===== config.mk =====
export PLATFORM = sky130hd
export DESIGN_NAME = mem_arbiter
export DESIGN_NICKNAME = d
export VERILOG_FILES = /design/src/rtl/mem_arbiter_pkg.sv /design/src/rtl/mem_arbiter_prio.sv /design/src/rtl/mem_arbiter.sv
export SDC_FILE = /design/constraint.sdc
export NUM_CORES = 1
export LEC_CHECK = 0
export BUFFER_PORTS_ARGS = -buffer_cell sky130_fd_sc_hd__buf_2
export CAP_MARGIN = 0
export CELL_PAD_IN_SITES_DETAIL_PLACEMENT = 2
export CELL_PAD_IN_SITES_GLOBAL_PLACEMENT = 2
export CORE_ASPECT_RATIO = 2
export CORE_UTILIZATION = 13
export DETAILED_ROUTE_END_ITERATION = 10
export GPL_ROUTABILITY_DRIVEN = 0
export PLACE_DENSITY_LB_ADDON = 0.3
export SYNTH_ARGS = -nofsm -noshare
export SYNTH_HDL_FRONTEND = slang
export SYNTH_SLANG_ARGS = --single-unit

===== constraint.sdc =====
create_clock -name clk1 -period 1.8 [get_ports clk1]
set_input_delay 0.09 -clock clk1 [delete_from_list [all_inputs] [get_ports clk1]]
set_output_delay 0.09 -clock clk1 [all_outputs]
set_load 0.02 [all_outputs]

===== src/rtl/mem_arbiter_pkg.sv =====
// Shared types for the memory arbiter: lock FSM encoding, read-return owner tags
// and the pipeline's default memory geometry.
package mem_arbiter_pkg;

  localparam int MEM_AW = 10;
  localparam int MEM_DW = 32;

  typedef enum logic [1:0] {
    ST_RUN   = 2'd0,
    ST_DRAIN = 2'd1,
    ST_LOCK  = 2'd2
  } lock_state_e;

  typedef enum logic [1:0] {
    OWN_NONE = 2'd0,
    OWN_IF   = 2'd1,
    OWN_DM   = 2'd2,
    OWN_LD   = 2'd3
  } owner_e;

endpackage


===== src/rtl/mem_arbiter_prio.sv =====
// Combinational grant select, same-cycle grants: DM beats IF unless IF is starved,
// loader only served in LOCK. A denied requester simply holds its request.
module mem_arb_prio
  import mem_arbiter_pkg::*;
(
  input  lock_state_e state_i,
  input  logic        en_i,
  input  logic        halted_i,
  input  logic        if_first_i,
  input  logic        if_req_i,
  input  logic        dm_req_i,
  input  logic        ld_req_i,
  output logic        if_gnt_o,
  output logic        dm_gnt_o,
  output logic        ld_gnt_o
);

  logic if_ok;

  assign if_ok = if_req_i && !halted_i;

  always_comb begin
    if_gnt_o = 1'b0;
    dm_gnt_o = 1'b0;
    ld_gnt_o = 1'b0;
    if (en_i) begin
      unique case (state_i)
        ST_RUN: begin
          if (if_ok && (if_first_i || !dm_req_i)) begin
            if_gnt_o = 1'b1;
          end else if (dm_req_i) begin
            dm_gnt_o = 1'b1;
          end
        end
        ST_LOCK: ld_gnt_o = ld_req_i;
        default: ;
      endcase
    end
  end

endmodule


===== src/rtl/mem_arbiter.sv =====
// Three-way single-port memory arbiter with loader lock; grants same cycle, read data
// one cycle later on the owner's port. Denied requesters hold their request.
module mem_arbiter
  import mem_arbiter_pkg::*;
#(
  parameter int AW         = MEM_AW,
  parameter int DW         = MEM_DW,
  parameter int STARVE_MAX = 3
) (
  input  logic          clk1,
  input  logic          rst_n,
  input  logic          halted,
  input  logic          ld_lock,
  input  logic          if_req,
  input  logic          if_we,
  input  logic [AW-1:0] if_addr,
  input  logic [DW-1:0] if_wdata,
  output logic          if_gnt,
  output logic          if_rvalid,
  output logic [DW-1:0] if_rdata,
  input  logic          dm_req,
  input  logic          dm_we,
  input  logic [AW-1:0] dm_addr,
  input  logic [DW-1:0] dm_wdata,
  output logic          dm_gnt,
  output logic          dm_rvalid,
  output logic [DW-1:0] dm_rdata,
  input  logic          ld_req,
  input  logic          ld_we,
  input  logic [AW-1:0] ld_addr,
  input  logic [DW-1:0] ld_wdata,
  output logic          ld_gnt,
  output logic          ld_rvalid,
  output logic [DW-1:0] ld_rdata,
  output logic          mem_en,
  output logic          mem_we,
  output logic [AW-1:0] mem_addr,
  output logic [DW-1:0] mem_wdata,
  input  logic [DW-1:0] mem_rdata,
  output logic [1:0]    lock_state
);

  localparam int SW = (STARVE_MAX < 1) ? 1 : $clog2(STARVE_MAX + 1);

  lock_state_e   state_q, state_d;
  owner_e        owner_q, owner_d;
  logic [SW-1:0] starve_q, starve_d;
  logic          if_starved;

  assign if_starved = (starve_q >= SW'(STARVE_MAX));

  // Reset gates the grant select so nothing reaches memory while rst_n is low.
  mem_arb_prio u_prio (
    .state_i    (state_q),
    .en_i       (rst_n),
    .halted_i   (halted),
    .if_first_i (if_starved),
    .if_req_i   (if_req),
    .dm_req_i   (dm_req),
    .ld_req_i   (ld_req),
    .if_gnt_o   (if_gnt),
    .dm_gnt_o   (dm_gnt),
    .ld_gnt_o   (ld_gnt)
  );

  assign mem_en = if_gnt | dm_gnt | ld_gnt;

  always_comb begin
    mem_we    = 1'b0;
    mem_addr  = '0;
    mem_wdata = '0;
    owner_d   = OWN_NONE;
    if (if_gnt) begin
      mem_we    = if_we;
      mem_addr  = if_addr;
      mem_wdata = if_wdata;
      owner_d   = if_we ? OWN_NONE : OWN_IF;
    end else if (dm_gnt) begin
      mem_we    = dm_we;
      mem_addr  = dm_addr;
      mem_wdata = dm_wdata;
      owner_d   = dm_we ? OWN_NONE : OWN_DM;
    end else if (ld_gnt) begin
      mem_we    = ld_we;
      mem_addr  = ld_addr;
      mem_wdata = ld_wdata;
      owner_d   = ld_we ? OWN_NONE : OWN_LD;
    end
  end

  // DRAIN issues nothing for one cycle so a read granted in RUN can come back first.
  always_comb begin
    state_d = state_q;
    unique case (state_q)
      ST_RUN:   if (ld_lock) state_d = ST_DRAIN;
      ST_DRAIN: state_d = ld_lock ? ST_LOCK : ST_RUN;
      ST_LOCK:  if (!ld_lock) state_d = ST_RUN;
      default:  state_d = ST_RUN;
    endcase
  end

  always_comb begin
    starve_d = starve_q;
    if (halted || !if_req || if_gnt) begin
      starve_d = '0;
    end else if (!if_starved) begin
      starve_d = starve_q + SW'(1);
    end
  end

  always_ff @(posedge clk1 or negedge rst_n) begin
    if (!rst_n) begin
      state_q  <= ST_RUN;
      owner_q  <= OWN_NONE;
      starve_q <= '0;
    end else begin
      state_q  <= state_d;
      owner_q  <= owner_d;
      starve_q <= starve_d;
    end
  end

  assign if_rvalid  = (owner_q == OWN_IF);
  assign dm_rvalid  = (owner_q == OWN_DM);
  assign ld_rvalid  = (owner_q == OWN_LD);
  assign if_rdata   = if_rvalid ? mem_rdata : '0;
  assign dm_rdata   = dm_rvalid ? mem_rdata : '0;
  assign ld_rdata   = ld_rvalid ? mem_rdata : '0;
  assign lock_state = state_q;

endmodule

Word-level counts from Yosys, hierarchy flattened

Index checks and enable logic that the tools add are counted.

Flip-flop bits (word level): 6
Input port bits: 168
Output and inout port bits: 148
Logic and storage cells: 58

$add $sub $neg: 1
$lt $le $gt $ge: 1
Equal/unequal tests: 8
Muxes and demuxes: 33
Bitwise operators: 2
Reductions and logical operators: 10

Operators by type and width:

| kind                                                     | count |
|---|---|
| 2-to-1 mux 32 bit                                        | 6 |
| 2-to-1 mux 10 bit                                        | 3 |
| 2-to-1 mux 2 bit                                         | 10 |
| 2-to-1 mux 1 bit                                         | 13 |
| == test 2 bit, second input constant                     | 3 |
| != test 2 bit, second input constant                     | 3 |
| one-hot mux 2 bit (3 select lines)                       | 1 |
| == test 2 x 1 -> 1 bit, second input constant            | 2 |
| zero test 1 bit                                          | 3 |
| logical OR 1 bit                                         | 3 |
| adder 2 x 1 -> 2 bit, second input constant              | 1 |
| greater-or-equal comparator 2 bit, second input constant | 1 |
| logical AND 1 bit                                        | 2 |
| zero test 2 bit                                          | 1 |
| OR 1 bit                                                 | 2 |
| AND reduction 2 bit                                      | 1 |

Depth between registers and ports, before layout

Gate-level depths: netlist of run 1.

Word-level depth: 8
Depth in mapped cells: 7
Gate-level depth less buffers: 6

Hierarchy

Synthesis of run 1 repeated with hierarchy kept, for this count alone.

Cell total of the unflattened synthesis: 334
Area, all modules: 2134.5 um^2

By module, submodules not included:

| module       | times used | cells each | area an instance (um^2) | seq. area each (um^2) |
|---|---|---|---|---|
| mem_arbiter  | 1          | 328        | 2079.5                  | 150.1 |
| mem_arb_prio | 1          | 6          | 55.1                    | 0.0 |

Least setup slack after synthesis of run 1

OpenSTA, ideal clock, no wires.

Path type: register to output
From: reg starve_q[0]
To: out mem_wdata[10]
Arrival time: 1.502 ns
Data required time: 1.710 ns
Slack: 0.208 ns
Cell stages (with the launch flop): 8
Path buffers: 2
Cell sequence: dfrtp_1 > ha_1 > inv_2 > a21oi_2 > buf_6 > nand2_8 > buf_6 > a2bb2oi_1

Longest elaborated chain between the ends: 8
Elaborated cells on any way between the ends: 11
Classes of those cells: order compare (1); mux (8); reduce/logical (2)

Ends and longest elaborated chain:

| item                                | line                   | RTL |
|---|---|---|
| from (decl)                         | mem_arbiter.sv:47      | `logic [SW-1:0] starve_q, starve_d;` |
| from (signal assigned)              | mem_arbiter.sv:119     | `starve_q <= starve_d;` |
| greater-or-equal comparator 2 bit * | mem_arbiter.sv:50      | `assign if_starved = (starve_q >= SW'(STARVE_MAX));` |
| logical OR 1 bit *                  | mem_arbiter_prio.sv:29 | `if (if_ok && (if_first_i \|\| !dm_req_i)) begin` |
| logical AND 1 bit *                 | mem_arbiter_prio.sv:29 |  |
| 2-to-1 mux 1 bit                    | mem_arbiter_prio.sv:29 |  |
| 2-to-1 mux 1 bit                    | mem_arbiter_prio.sv:27 | `unique case (state_i)` |
| 2-to-1 mux 1 bit                    | mem_arbiter_prio.sv:26 | `if (en_i) begin` |
| 2-to-1 mux 32 bit                   | mem_arbiter.sv:78      | `end else if (dm_gnt) begin` |
| 2-to-1 mux 32 bit *                 | mem_arbiter.sv:73      | `if (if_gnt) begin` |
| to (decl)                           | mem_arbiter.sv:38      | `output logic [DW-1:0] mem_wdata,` |

Mark *: on every way between the ends. The rest lies on a longest branch, timed or not.

Worst setup path after layout of run 1

From: reg starve_q[0]
To: out mem_wdata[26]

Same word-level chain as after synthesis.

==> flow_summary.toml, run 1 <==
[timing]
setup_tns_ps = -509.4
finalHoldViolations = 0
period_minus_slack_ps = 1853
rsz0062_at_grt = "yes"
relSlewSlack_pct = 79.64
post-route-period-util_pct = 102.9
setup_viol = 24
setup_ws_ps = -52.68
slew_viol_final = 0
max_freq_ghz = 0.5398
worst_pin_slew_ps = 305.3
fin_skew_ps = 5.947

[routing]
routed_wirelength_um = 16410
avgRoutedWirePerCell_um = 18.58
wl_met1_um = 4929
highest_layer = "met4"
vias = 3895
firstDrtPassIters = 4
met2_length_um = 10200
via_per_inst = 4.411
ant_nets = 0
met3WireLength_um = 1012
drtIter0Drc = 42
drc = 0

[worst_setup_path]
critical_path.top_delay_family = "buffers and inverters"
cp.arrival_ps = 1760
cp_slowest_stage_delay_ps = 380
cp_max_fo = 7
crit_required_ps = 1710
critical_path_class = "reg2out"
critPathSlowestCell = "dfrtp_1"
crit_path_start_kind = "flop"
cp_cell_sequence = "ha_4 > inv_4 > a21oi_4 > buf_12 > buf_16 > buf_8 > o21ai_4 > a2bb2oi_2 > buf_6"
endpoint_kind = "primary output"
worst-path-buf-inv = 5

[grt]
grt_use_total_pct = 16.07
grt_max_degree = 34
grt_pass1_vias = 4293
grt.overflow.total = 0
grt_pass1_wl_um = 23560
antenna_found_initial = 2

[cells_and_area]
syn2layout_area_growth_pct = 117.7
layout_commonest_cell = "buf_2"
layout.cells.non_filler = 883
layout_common_cells = "buf_2, and2_1, nand2_1, a2bb2oi_2, buf_4"
fin_util_pct = 28.80
layout.nets = 838
drive_gt1_share_pct = 63.42

[cts]
clkSinkCount = 6
tritoncts.num_buffers = 3
cts_buffer_depth = 2
clock_latency_ps = 230
clkTransAtPathRegs_ps = 40
cts-root-buf = "clkbuf_16"
cts_tree = "yes"
htree_levels = 1

[synthesis]
syn_nets = 504
yosys_warnings = 0
syn_avg_cell_area_sq_um = 7.025
syn-instance-count = 335
synth.distinct_cells = 32
ys_seq_area_share_pct = 6.380
synthesis.area_sq_um = 2354
ys_seq_elements = 6

[power]
peakVddDrop_mv = 0.2237
power.density_nw_per_um2 = 409.2
p_leak_nw = 2.751

[floorplan]
start_util_pct = 13.23
core_area_sq_um = 17780
ios = 316
num_rows = 69
dieWidth_um = 97.14
die_y_um = 192.3
fp.dieArea_sq_um = 18680

[run_status]
outcome = "finished, violations left"
violations = "setup timing"

[placed_design]
dp_hpwl_um = 11740
dpl.cell_count = 843
port_buffers = 315

[run]
drv_cap = 0

[min_path]
hold_path_class = "in2reg"
-- layer usage --
metal	vias to the layer above	track usage [%]
met5	-	0
met4	0	3.215
met3	20	2.608
met2	220	36.08
met1	1827	14.22
li1	1828	-
-- logic make-up after synthesis --
logic type	after synthesis	share of synthesized area, %
flip-flops	6	6.379
XOR/XNOR	2	0.7444
AO/OA/AOI/OAI	90	31.69
multiplexers	1	0.4253
adder cells (fa/ha/maj)	1	0.5315
buffers and inverters	38	11.54
AND/OR/NAND/NOR	197	48.70
-- cell usage after synthesis --
| cell | number | share of area, % |
|---|---|---|
| a21oi_2 | 1 | 0.37 |
| a2bb2oi_1 | 24 | 8.9 |
| a2bb2oi_2 | 19 | 12 |
| and2_1 | 109 | 29 |
| and2b_1 | 2 | 0.64 |
| and3_1 | 32 | 8.5 |
| buf_12 | 1 | 0.85 |
| buf_2 | 1 | 0.21 |
| buf_4 | 4 | 1.3 |
| buf_6 | 11 | 5.3 |
| buf_8 | 1 | 0.64 |
| clkbuf_1 | 16 | 2.6 |
| clkbuf_2 | 1 | 0.21 |
| clkinv_2 | 1 | 0.21 |
| dfrtp_1 | 6 | 6.4 |
| ha_1 | 1 | 0.53 |
| inv_1 | 1 | 0.16 |
| inv_2 | 1 | 0.16 |
| mux2i_1 | 1 | 0.43 |
| nand2_1 | 45 | 7.2 |
| nand2_8 | 1 | 0.85 |
| nand2b_1 | 1 | 0.27 |
| nand3_2 | 1 | 0.43 |
| nor2_1 | 1 | 0.16 |
| nor2b_2 | 1 | 0.37 |
| nor2b_4 | 1 | 0.58 |
| nor3_1 | 2 | 0.43 |
| nor3b_1 | 1 | 0.32 |
| o21ai_0 | 44 | 9.4 |
| o22ai_2 | 1 | 0.53 |
| o32ai_1 | 1 | 0.37 |
| xor2_1 | 2 | 0.74 |
-- path summary, 6_finish.rpt --
path,depth (start not counted),slack [ps],end,startpoint
max,9,-50,mem_wdata[26],starve_q[0]$_DFFE_PN0P_
min,2,90,lock_state[1]$_DFFE_PN0P_,ld_lock
max reg2reg,8,260,owner_q[0]$_DFF_PN0_,starve_q[0]$_DFFE_PN0P_
min reg2reg,2,580,lock_state[0]$_DFFE_PN0P_,lock_state[0]$_DFFE_PN0P_
max in group asynchronous,3,1340,owner_q[0]$_DFF_PN0_,rst_n
min in group asynchronous,3,330,owner_q[1]$_DFF_PN0_,rst_n
-- flip-flops by register name, indices dropped and copies added (netlist names) --
| signal | flops |
|---|---|
| lock_state | 2 |
| owner_q | 2 |
| starve_q | 2 |
-- layout make-up --
class                   instances  area (sq um)
fillers                      2092         12660
repair buffers                358          2341
multi-input cells             297          2263
well taps                     213         266.5
flip-flops and latches          6         150.1
clock buffers                   3         75.07
inverters                       3         18.77
diodes                          3         7.507
-- through the flow --
| stage | total power, mW | hold WS [ps] | setup slack (ps) | cell area, sq um |
|---|---|---|---|---|
| 2_1_floorplan | 0.8108 | -205.6 | 207.6 | 2354 |
| 3_5_place_dp | 1.274 | 27.55 | -158.2 | 4108 |
| 5_1_grt | 2.223 | 105.0 | -135.0 | 5120 |
| 6_report | 2.096 | 93.41 | -52.68 | 5122 |
| 4_1_cts | 2.068 | 92.10 | -49.78 | 4989 |
| 3_3_place_gp | 1.239 | 3.164 | -119.6 | 4108 |
-- repair_timing --
action / in CTS / in global routing
buffers inserted: 19 / 2
cloned: 12 / 3
hold endpoints to repair: 6 / 0
hold buffers: 1 / 0
resized for setup: 126 / 26
pin swaps: 12 / 6
endpoints found under the setup margin: 44 / 46
-- power by group --
part           internal (mW)  switching [mW]  total [mW]
registers              0.149          0.0196       0.168
logic                  0.760           0.797        1.56
clock network          0.286          0.0846       0.371
total                   1.20           0.901        2.10
No activity file was read; power rests on OpenSTA's default activity.
==> inputs of run 2 (changes only) <==
Settings changed: SKIP_CTS_REPAIR_TIMING set to 1.
==> run 2 against run 1 <==
  * The flow still finishes with violations (setup timing)
  * Clock skew down 2.2 ps
  * Die area unchanged
  * Utilization down 0.74 points
  * Critical path depth down 1
  * Non-clock buffer count down 4
  * Sequential share of layout area up 0.13 points
  * Clock power down 2%
  * Critical path type unchanged
  * Largest cell class is now multi-input gates
==> flow_summary.toml, run 2 (synthesis gave the netlist of run 1 again) <==
[run_status]
outcome = "finished, violations left"
violations = "setup timing"

[floorplan]
num_rows = 69
fp.dieArea_sq_um = 18680
die_y_um = 192.3
start_util_pct = 13.23
dieWidth_um = 97.14
core_area_sq_um = 17780
ios = 316

[worst_setup_path]
cp.depth = 8
worst-path-buf-inv = 4
critical_path_class = "reg2out"
critical_path.top_delay_family = "buffers and inverters"
cp_cell_sequence = "ha_4 > inv_4 > a21oi_4 > buf_12 > o21ai_0 > buf_4 > a2bb2oi_4 > buf_4"
crit_path_start_kind = "flop"
endpoint_kind = "primary output"
crit_required_ps = 1710
rr_worst_depth = 6
crit_path_frequent_cell = "buf_4"
cp_max_fo = 10
cp.arrival_ps = 1780
cp_slowest_stage_delay_ps = 390
critPathSlowestCell = "dfrtp_1"

[timing]
setup_viol = 30
relSlewSlack_pct = 75.99
hold_slack_ps = 94.51
slew_viol_final = 0
worst_pin_slew_ps = 356.4
post-route-period-util_pct = 104.2
period_minus_slack_ps = 1875
finalHoldViolations = 0
setup_tns_ps = -1174
rsz0062_at_grt = "yes"
max_freq_ghz = 0.5333
setup_ws_ps = -74.99
fin_skew_ps = 3.738

[routing]
firstDrtPassIters = 4
ant_nets = 0
drtIter0Drc = 43
drc = 0
vias = 3851
routed_wirelength_um = 16330
via_per_inst = 4.391
avgRoutedWirePerCell_um = 18.62

[placed_design]
dp_hpwl_um = 11740
port_buffers = 315
place_ws_ps = -158.2

[cts]
clkTransAtPathRegs_ps = 40
clkSinkCount = 6
cts_tree = "yes"
tritoncts.num_buffers = 3
clock_latency_ps = 230
cts-root-buf = "clkbuf_16"
htree_levels = 1
cts_buffer_depth = 2

[grt]
grt_use_total_pct = 13.56
grt_pass1_vias = 3925
grt_pass1_wl_um = 20540
grt.overflow.total = 0
grt_max_degree = 46
antenna_found_initial = 1

[cells_and_area]
fin_util_pct = 28.06
layout_commonest_cell = "buf_2"
drive_gt1_share_pct = 63.29
syn2layout_area_growth_pct = 112.1
layout_common_cells = "buf_2, and2_1, nand2_1, buf_4, a2bb2oi_2"
layout.nets = 833
fillers = 2081

[power]
peakVddDrop_mv = 0.2240
power.density_nw_per_um2 = 410.5
p_leak_nw = 2.703

[min_path]
hold_path_depth = 2
hold_path_class = "in2reg"

[run]
drv_cap = 0
run 2: cell count changes in the layout (fill, tap and decap cells not counted), moves of 2 or more:
cell,change
buf_16,-5
buf_2,+2
buf_4,+4
buf_6,-8
clkbuf_16,+3
dfrtp_1,-2
dfrtp_2,+2
o21ai_0,-2
o21ai_2,+4
run 2: path summary, 6_finish.rpt:
path,start,end,slack [ps]
worst max-delay path,starve_q[0]$_DFFE_PN0P_,mem_wdata[4],-70
worst min-delay path,ld_lock,lock_state[1]$_DFFE_PN0P_,90
worst max register to register,lock_state[0]$_DFFE_PN0P_,owner_q[1]$_DFF_PN0_,210
worst min register to register,lock_state[1]$_DFFE_PN0P_,lock_state[0]$_DFFE_PN0P_,540
max in group asynchronous,rst_n,lock_state[0]$_DFFE_PN0P_,1320
min in group asynchronous,rst_n,owner_q[1]$_DFF_PN0_,340
run 2: through the flow:
step | instances | power, mW | instance area, sq um
2_1_floorplan | 335 | 0.8108 | 2354
3_3_place_gp | 843 | 1.239 | 4108
3_5_place_dp | 843 | 1.274 | 4108
4_1_cts | 846 | 1.651 | 4183
5_1_grt | 876 | 2.173 | 4989
6_report | 877 | 2.049 | 4991
run 2: final cells by class:
type / count / area, sq um / area share (%)
tap: 213 / 266.5 / 5.340
sequential: 6 / 152.6 / 3.058
timing repair buffer: 354 / 2233 / 44.75
clock buffer: 3 / 75.07 / 1.504
antenna: 2 / 5.005 / 0.1003
multi-input combinational: 296 / 2242 / 44.92
inverter: 3 / 16.27 / 0.3259
run 2: where the power goes:
group	switching [mW]	internal, mW	leakage, nW	total (mW)
logic	0.786	0.726	2.59	1.51
clock network	0.0787	0.286	0.0370	0.364
registers	0.0212	0.151	0.0776	0.172
run 2: layer usage:
metal	vias to the layer above	wire length [um]	track usage, %
met5	-	0	0
met4	0	232	1.607
met3	16	1035	2.753
met2	216	10210	29.66
met1	1808	4856	12.71
li1	1811	-	-
==> inputs of run 3 (changes only) <==
Settings changed: SLEW_MARGIN set to 30.
Clock period 1.8 ns to 1.89 ns, I/O delays scaled along.
==> run 3 against run 2 <==
  * Clock-buffer cell count unchanged
  * Final area down 9.7%
  * The run now ends clean
  * Combinational power down 23%
  * Final cell count down 2.1%
  * Worst hold slack worse by 18 ps
  * Via count down 4.5%
  * Sequential power down 5%
  * Register-to-register slack better by 190 ps
  * Power down 18%
  * Utilization down 2.7 points
==> flow_summary.toml, run 3 (synthesis gave the netlist of run 1 again) <==
[power]
switching_share_pct = 42.69
p_leak_nw = 2.606
seq_power_share_pct = 9.8
combPwrFrac_pct = 69.4
power_mw = 1.681
peakVddDrop_mv = 0.2042
p_sw_mw = 0.7176
p_clk_share_pct = 20.8
internal_power_mw = 0.9633
power.density_nw_per_um2 = 372.9

[timing]
relSlewSlack_pct = 78.68
max_freq_ghz = 0.5393
worst_pin_slew_ps = 319.8
rsz0062_at_grt = "yes"
period_minus_slack_ps = 1854
setup_viol = 0
hold_slack_ps = 76.60
fin_skew_ps = 1.646
finalHoldViolations = 0
post-route-period-util_pct = 98.12
setup_tns_ps = 0
slew_viol_final = 0

[cells_and_area]
layout_common_cells = "buf_2, and2_1, nand2_1, o21ai_0, and3_1"
fin_area_sq_um = 4508
syn2layout_area_growth_pct = 91.55
diodes = 0
layout.cells.non_filler = 859
layout.nets = 817
layout_commonest_cell = "buf_2"
drive_gt1_share_pct = 58.67

[floorplan]
num_rows = 69
die_y_um = 192.3
core_area_sq_um = 17780
start_util_pct = 13.23
fp.dieArea_sq_um = 18680
dieWidth_um = 97.14
ios = 316

[routing]
drc = 0
avgRoutedWirePerCell_um = 15.95
vias = 3676
ant_nets = 0
drtIter0Drc = 49
routed_wirelength_um = 13710
firstDrtPassIters = 4
via_per_inst = 4.279

[run_status]
outcome = "finished clean"

[worst_setup_path]
critical_path_class = "reg2out"
cp_max_fo = 24
cp.arrival_ps = 1760
crit_path_start_kind = "flop"
crit_required_ps = 1800
endpoint_kind = "primary output"

[run]
drv_cap = 0

[grt]
grt.overflow.total = 0
grt_use_total_pct = 12.90
grt_pass1_vias = 3832
grt_pass1_wl_um = 19650
antenna_found_initial = 0
grt_max_degree = 34

[cts]
cts_tree = "yes"
htree_levels = 1
tritoncts.num_buffers = 3
cts_buffer_depth = 2
clock_latency_ps = 230
clkSinkCount = 6
clkTransAtPathRegs_ps = 40
cts-root-buf = "clkbuf_16"

[placed_design]
port_buffers = 315
dp_hpwl_um = 11260
placed_area_sq_um = 4108
dpl.cell_count = 843

[min_path]
hold_path_class = "in2reg"
## run 3: worst max-delay path, cell delays in order, from the launching register on
cell,delay (ps)
dfrtp_1,400
ha_4,190
inv_2,70
a21oi_4,50
buf_12,150
nand2_8,70
buf_12,180
a2bb2oi_1,210
buf_2,200
## run 3: final timing paths
check	cells after the start	from	slack, ps	endpoint
min in group asynchronous	3	rst_n	330	lock_state[0]$_DFFE_PN0P_
worst max-delay path	8	starve_q[1]$_DFFE_PN0P_	40	mem_wdata[18]
worst min-delay path	2	if_we	80	owner_q[0]$_DFF_PN0_
worst max register to register	6	lock_state[0]$_DFFE_PN0P_	400	owner_q[1]$_DFF_PN0_
worst min register to register	1	lock_state[0]$_DFFE_PN0P_	500	lock_state[0]$_DFFE_PN0P_
max in group asynchronous	3	rst_n	1430	lock_state[0]$_DFFE_PN0P_
## run 3: power groups by stage
stage / Combinational [mW] / Clock, mW / Sequential (mW)
2_1_floorplan: 0.602 / 0 / 0.170
3_3_place_gp: 1.02 / 0 / 0.160
3_5_place_dp: 1.04 / 0 / 0.162
4_1_cts: 1.04 / 0.363 / 0.160
5_1_grt: 1.26 / 0.368 / 0.168
6_report: 1.17 / 0.350 / 0.164
## run 3: routing by layer
metal  global-route usage [%]  up-vias  wire length, um
met3                    2.861        4             1083
met5                        0        -                0
li1                         -     1769                -
met1                    11.86     1709             4325
met4                    1.148        0               56
met2                    28.49      194             8239
## run 3: area by class of cell
cell class	instances	area, sq um
Tap cell	213	266.5
Fill cell	2193	13280
Inverter	3	23.77
Sequential cell	6	151.4
Clock buffer	3	75.07
Multi-Input combinational cell	291	1996
Timing Repair Buffer	343	1996
## run 3: metrics by stage
stage / worst slack (ps) / utilization [%]
floorplan: 293.1 / -
global placement: 73.09 / 23.10
detailed placement: 51.72 / 23.10
CTS: -201.8 / 23.52
global route: -47.14 / 25.35
finish: 35.62 / 25.35
